### config.mk
export PLATFORM = sky130hd
export DESIGN_NAME = cdc_rx_buffer
export DESIGN_NICKNAME = d
export VERILOG_FILES = /design/src/rtl/cdc_rx_buffer.sv
export SDC_FILE = /design/constraint.sdc
export NUM_CORES = 1
export LEC_CHECK = 0
export CORE_UTILIZATION = 30
export DETAILED_ROUTE_END_ITERATION = 7
export SETUP_SLACK_MARGIN = 0.2
export SKIP_LAST_GASP = 1
export SLEW_MARGIN = 0
export SYNTH_ARGS = -nofsm -noshare
export SYNTH_HDL_FRONTEND = slang
export SYNTH_SLANG_ARGS = --single-unit
### constraint.sdc
create_clock -name i_clk -period 3.7 [get_ports i_clk]
set_input_delay 0.74 -clock i_clk [delete_from_list [all_inputs] [get_ports i_clk]]
set_output_delay 0.74 -clock i_clk [all_outputs]
set_load 0.03 [all_outputs]
### src/rtl/cdc_rx_buffer.sv
// Burst-forming read-side buffer: collects words from a clock-domain crossing and
// releases them as contiguous bursts. Optional FILL timeout: CDC_RX_BUFFER_TIMEOUT_EN.
module cdc_rx_buffer #(
  parameter int WIDTH          = 8,
  parameter int DEPTH          = 8,
  parameter int THRESHOLD      = 4,
  parameter int TIMEOUT_CYCLES = 15
) (
  input  logic                         i_clk,
  input  logic                         i_rstn,
  input  logic                         i_cg,
  input  logic [WIDTH-1:0]             i_wdata,
  input  logic                         i_wvalid,
  output logic                         o_wready,
  output logic [WIDTH-1:0]             o_rdata,
  output logic                         o_rvalid,
  input  logic                         i_rready,
  output logic [$clog2(DEPTH+1)-1:0]   o_nEntries,
  output logic                         o_draining
);

  localparam int AW = $clog2(DEPTH);
  localparam int CW = $clog2(DEPTH+1);
  localparam logic [CW-1:0] FULL_CNT = CW'(DEPTH);
  localparam logic [CW-1:0] THR_CNT  = CW'(THRESHOLD);

  if (WIDTH < 1) begin : g_bad_width
    $error("cdc_rx_buffer: WIDTH must be >= 1");
  end
  if (DEPTH < 2 || (DEPTH & (DEPTH - 1)) != 0) begin : g_bad_depth
    $error("cdc_rx_buffer: DEPTH must be a power of 2 and >= 2");
  end
  if (THRESHOLD < 1 || THRESHOLD > DEPTH) begin : g_bad_thr
    $error("cdc_rx_buffer: THRESHOLD must be in 1..DEPTH");
  end
  if (TIMEOUT_CYCLES < 1) begin : g_bad_tmo
    $error("cdc_rx_buffer: TIMEOUT_CYCLES must be >= 1");
  end

  typedef enum logic {FILL = 1'b0, DRAIN = 1'b1} state_t;

  state_t           state, state_nxt;
  logic [AW-1:0]    wptr, rptr;
  logic [WIDTH-1:0] mem [DEPTH];
  logic             do_write, do_read;
  logic             tmo_hit;

  assign o_wready   = (o_nEntries != FULL_CNT);
  assign o_rvalid   = (state == DRAIN) && (o_nEntries != '0);
  assign o_draining = (state == DRAIN);
  assign o_rdata    = mem[rptr];
  assign do_write   = o_wready && i_wvalid && i_cg;
  assign do_read    = o_rvalid && i_rready && i_cg;

  // Storage holds no reset; stale words are unreachable once pointers clear.
  always_ff @(posedge i_clk) begin
    if (do_write) mem[wptr] <= i_wdata;
  end

  always_ff @(posedge i_clk or negedge i_rstn) begin
    if (!i_rstn) begin
      wptr       <= '0;
      rptr       <= '0;
      o_nEntries <= '0;
      state      <= FILL;
    end else begin
      if (do_write) wptr <= wptr + AW'(1);
      if (do_read)  rptr <= rptr + AW'(1);
      case ({do_write, do_read})
        2'b10:   o_nEntries <= o_nEntries + CW'(1);
        2'b01:   o_nEntries <= o_nEntries - CW'(1);
        default: o_nEntries <= o_nEntries;
      endcase
      if (i_cg) state <= state_nxt;
    end
  end

  always_comb begin
    state_nxt = state;
    case (state)
      FILL:    if (o_nEntries >= THR_CNT || tmo_hit) state_nxt = DRAIN;
      DRAIN:   if (o_nEntries == CW'(1) && do_read && !do_write) state_nxt = FILL;
      default: state_nxt = FILL;
    endcase
  end

`ifdef CDC_RX_BUFFER_TIMEOUT_EN
  localparam int TW = $clog2(TIMEOUT_CYCLES + 1);
  localparam logic [TW-1:0] TMO_MAX = TW'(TIMEOUT_CYCLES);

  logic [TW-1:0] tmo_cnt;

  // Counts only while a partial burst sits in FILL; held at zero otherwise.
  always_ff @(posedge i_clk or negedge i_rstn) begin
    if (!i_rstn) begin
      tmo_cnt <= '0;
    end else if (i_cg) begin
      if (state != FILL || o_nEntries == '0) tmo_cnt <= '0;
      else if (tmo_cnt != TMO_MAX)          tmo_cnt <= tmo_cnt + TW'(1);
    end
  end

  assign tmo_hit = (tmo_cnt == TMO_MAX);
`else
  assign tmo_hit = 1'b0;
`endif

endmodule

==> metrics <==
post-synthesis simple-gate area fraction=between 4 and 5%; Mapped Avg Cell Area=around 20 um2; global-route wire length before repair=just over 8000 um; Nets=216; Max Cap Viol=0; Switching Share=between 30% and 40%; Core Region=between 9000 and 10000 um2; Reg power frac=a little over two fifths; drt wl/cell=15.9 um; Port-buffer cells=27; category of the most critical setup path=reg2out; switching power=roughly 960 uW; mux contribution to synthesized area=17.4%; P_int=around 1.9 mW; DRC Markers=0; vias in the first global route=between 1.5k and 2k; CP Data Arrival Time=~2.5 ns; Seq/Total Area, Yosys=between 70% and 80%; GPL Wtd Cong=0.700; dpl hpwl=approximately 3300 um; clock tree sinks=75; Worst Setup End Kind=output pin; Ys Warns=0; maximum clock path buffer count=2; Compound-Gate Fraction of Synth Area=0.923%; H-tree levels=3; largest net degree at the start of global routing=19; synth top area cells=edfxtp_1 62%, mux4_1 13%, dfrtp_1 8.8%; Fmax=between 300 and 400 MHz; Hold Slack=about 0.5 ns; Seq cells post-synth=75; outcome=completed; cts repair resizes=0; Worst EP required=about 3.0 ns; TritonCTS clock tree=built; hold_buf cts=0; number of synthesized flops with an enable pin=64; pre-CTS setup slack=0.776 ns; fill cell count=~940; Vias/cell=about 4.5; io pins=28; routed wire length=5330 um; Primary FF master, synth=edfxtp_1; count leader, synth=edfxtp_1; synth cell count leaders=64 x edfxtp_1, 16 x mux4_1, 11 x dfrtp_1; crit path to=o_rdata[7]; mapped cell area=3120 um2; RR Endpoint=o_nEntries[3]$_DFFE_PN0P_; Worst Setup Start Kind=flip-flop; pwr dens=~750 nW/um2; Synth async-reset ratio=between 10% and 20%; Die W=104 um; Layout area overhead=21.4%; post-route setup slack=between 0.4 and 0.5 ns; clock share of power=~23%; min cycle time layout=~3.3 ns; Yosys top cell area share=61.7%; Hold Crit Class=reg2reg; post-synthesis cell type count=28; Initial Utilization=31.5%; Post-CTS Setup Bufs=0; Global Route Usage Sum=a little over a tenth; setup clock skew after layout=between 0.009 and 0.01 ns; chip height=104 um; flop2flop setup slack=1.24 ns; Slew @ Worst Pin=between 0.7 and 0.8 ns; Placement Cell Area=3580 um2; largest family of logic cells by synthesized area=multiplexers; depth of the most critical reg-to-reg path=9; setup TNS=0 ns; die area=between 10000 and 15000 um2; cells after synthesis=~160; ant diodes=0; final setup fails=0; crit path from=rptr[0]$_DFFE_PN0N_; cell area after layout=roughly 3800 um2; Initial DRC Count=63; Final Max Tran Viols=0; P_leak=between 1 and 1.5 nW; Crit Reg-Reg Startpoint=o_nEntries[0]$_DFFE_PN0P_; Root Driver=clkbuf_8; crit-path max FO=16; hold_sp=rptr[0]$_DFFE_PN0N_; Synth Area in Adders=between 2 and 2.5%; RSZ-0062 raised after global routing=no; gr ovfl total=0; period utilization=between 80% and 90%; clock latency on the worst-skew pair=about 0.34 ns; Post-Syn Nets=approximately 180; initial antenna violation count=0; remaining antenna violation count=0; clock-pin slew on the worst setup and hold paths=roughly 0.080 ns; xor and xnor area share after synthesis=between 2 and 2.5%; Final Hold Vio Count=0; via count=1503; peak supply drop=0.340 mV; share of layout cells above drive strength 1=roughly 18%; CTS buffer count=9; slew margin rel.=around half; cell taking the most area after synthesis=edfxtp_1; number of core rows=36; Comb pwr share=between 30% and 40%; Pre-antenna DRT Iters=4
[worst min path at each step]
stage | end | slack (ns) | cells after the start
after detailed placement | rptr[0]$_DFFE_PN0N_ | 0.50 | 1
after global placement | rptr[0]$_DFFE_PN0N_ | 0.49 | 1
final | rptr[0]$_DFFE_PN0N_ | 0.51 | 1
after global routing | rptr[0]$_DFFE_PN0N_ | 0.53 | 1
after CTS | rptr[0]$_DFFE_PN0N_ | 0.51 | 1
after floorplan | o_draining$_DFFE_PN0P_ | 0.44 | 0
[cells in the final DEF (no fill, tap or decap)]
| cell type | instances |
|---|---|
| nand3_1 | 3 |
| nand3b_1 | 1 |
| a311oi_1 | 1 |
| edfxtp_1 | 64 |
| inv_1 | 4 |
| nand4b_1 | 2 |
| clkdlybuf4s50_1 | 27 |
| clkinvlp_4 | 1 |
| nor2_1 | 5 |
| mux4_1 | 16 |
| mux2_2 | 10 |
| clkinv_4 | 1 |
| bufinv_16 | 1 |
| clkbuf_8 | 9 |
| inv_6 | 4 |
| nor3b_1 | 1 |
| nand2_1 | 2 |
| nand4_1 | 2 |
| xnor2_1 | 5 |
| ha_1 | 6 |
| buf_4 | 9 |
| nor4_2 | 1 |
| or4b_1 | 1 |
| xor2_1 | 3 |
| nand2b_1 | 2 |
| dfrtp_1 | 11 |
| nor3_1 | 5 |
| a21oi_1 | 1 |
| o21ai_0 | 3 |
| mux2i_1 | 1 |
[area by class of cell]
class                           instances  area (um2)  share of cell area (%)
Tap cell                              133         166                    4.40
Sequential cell                        75        2200                    58.0
Inverter                                4        15.0                   0.397
Clock inverter                          7        81.3                    2.15
Multi-Input combinational cell         71         863                    22.8
Timing Repair Buffer                   36         338                    8.93
Clock buffer                            9         124                    3.27
[routing by layer]
layer / GRT usage, % / vias up / part of all wire, %
met5: 0 / - / 0
met2: 16.1 / 30 / 47
met1: 13.7 / 741 / 47
li1: - / 724 / -
met4: 5.51 / 0 / 1.7
met3: 2.38 / 8 / 4.5
[logic make-up after synthesis]
logic type	count (synthesis)
xor+xnor	8
buf+inv	10
flops	75
mux	27
simple gates	25
fa+ha+maj	6
compound gates	5
[worst max-delay path, cell delays in order (launching register included)]
cell and delay (ns):
dfrtp_1 0.39, buf_4 0.30, mux4_1 0.63, mux2_2 0.28, clkdlybuf4s50_1 0.59
[power by group through the flow]
stage | logic [mW] | clock network (mW) | registers [mW]
2_1_floorplan | 0.710 | 0 | 1.18
3_3_place_gp | 1.02 | 0 | 1.21
3_5_place_dp | 1.02 | 0 | 1.21
4_1_cts | 1.03 | 0.656 | 1.19
5_1_grt | 1.08 | 0.691 | 1.21
6_report | 1.01 | 0.638 | 1.19
[per-stage QoR]
stage	util [%]	std cells	total power [mW]
6_report	38.2	335	2.83
5_1_grt	38.2	335	2.98
4_1_cts	38.2	335	2.88
3_5_place_dp	36.1	319	2.23
3_3_place_gp	36.1	319	2.22
2_1_floorplan	-	156	1.89
[sequential cells by signal, indices dropped and copies added, names as in the netlist]
register	cells
o_nEntries	4
wptr	3
o_draining	1
mem	64
rptr	3
Note: power is estimated with default switching activity, not from simulation.
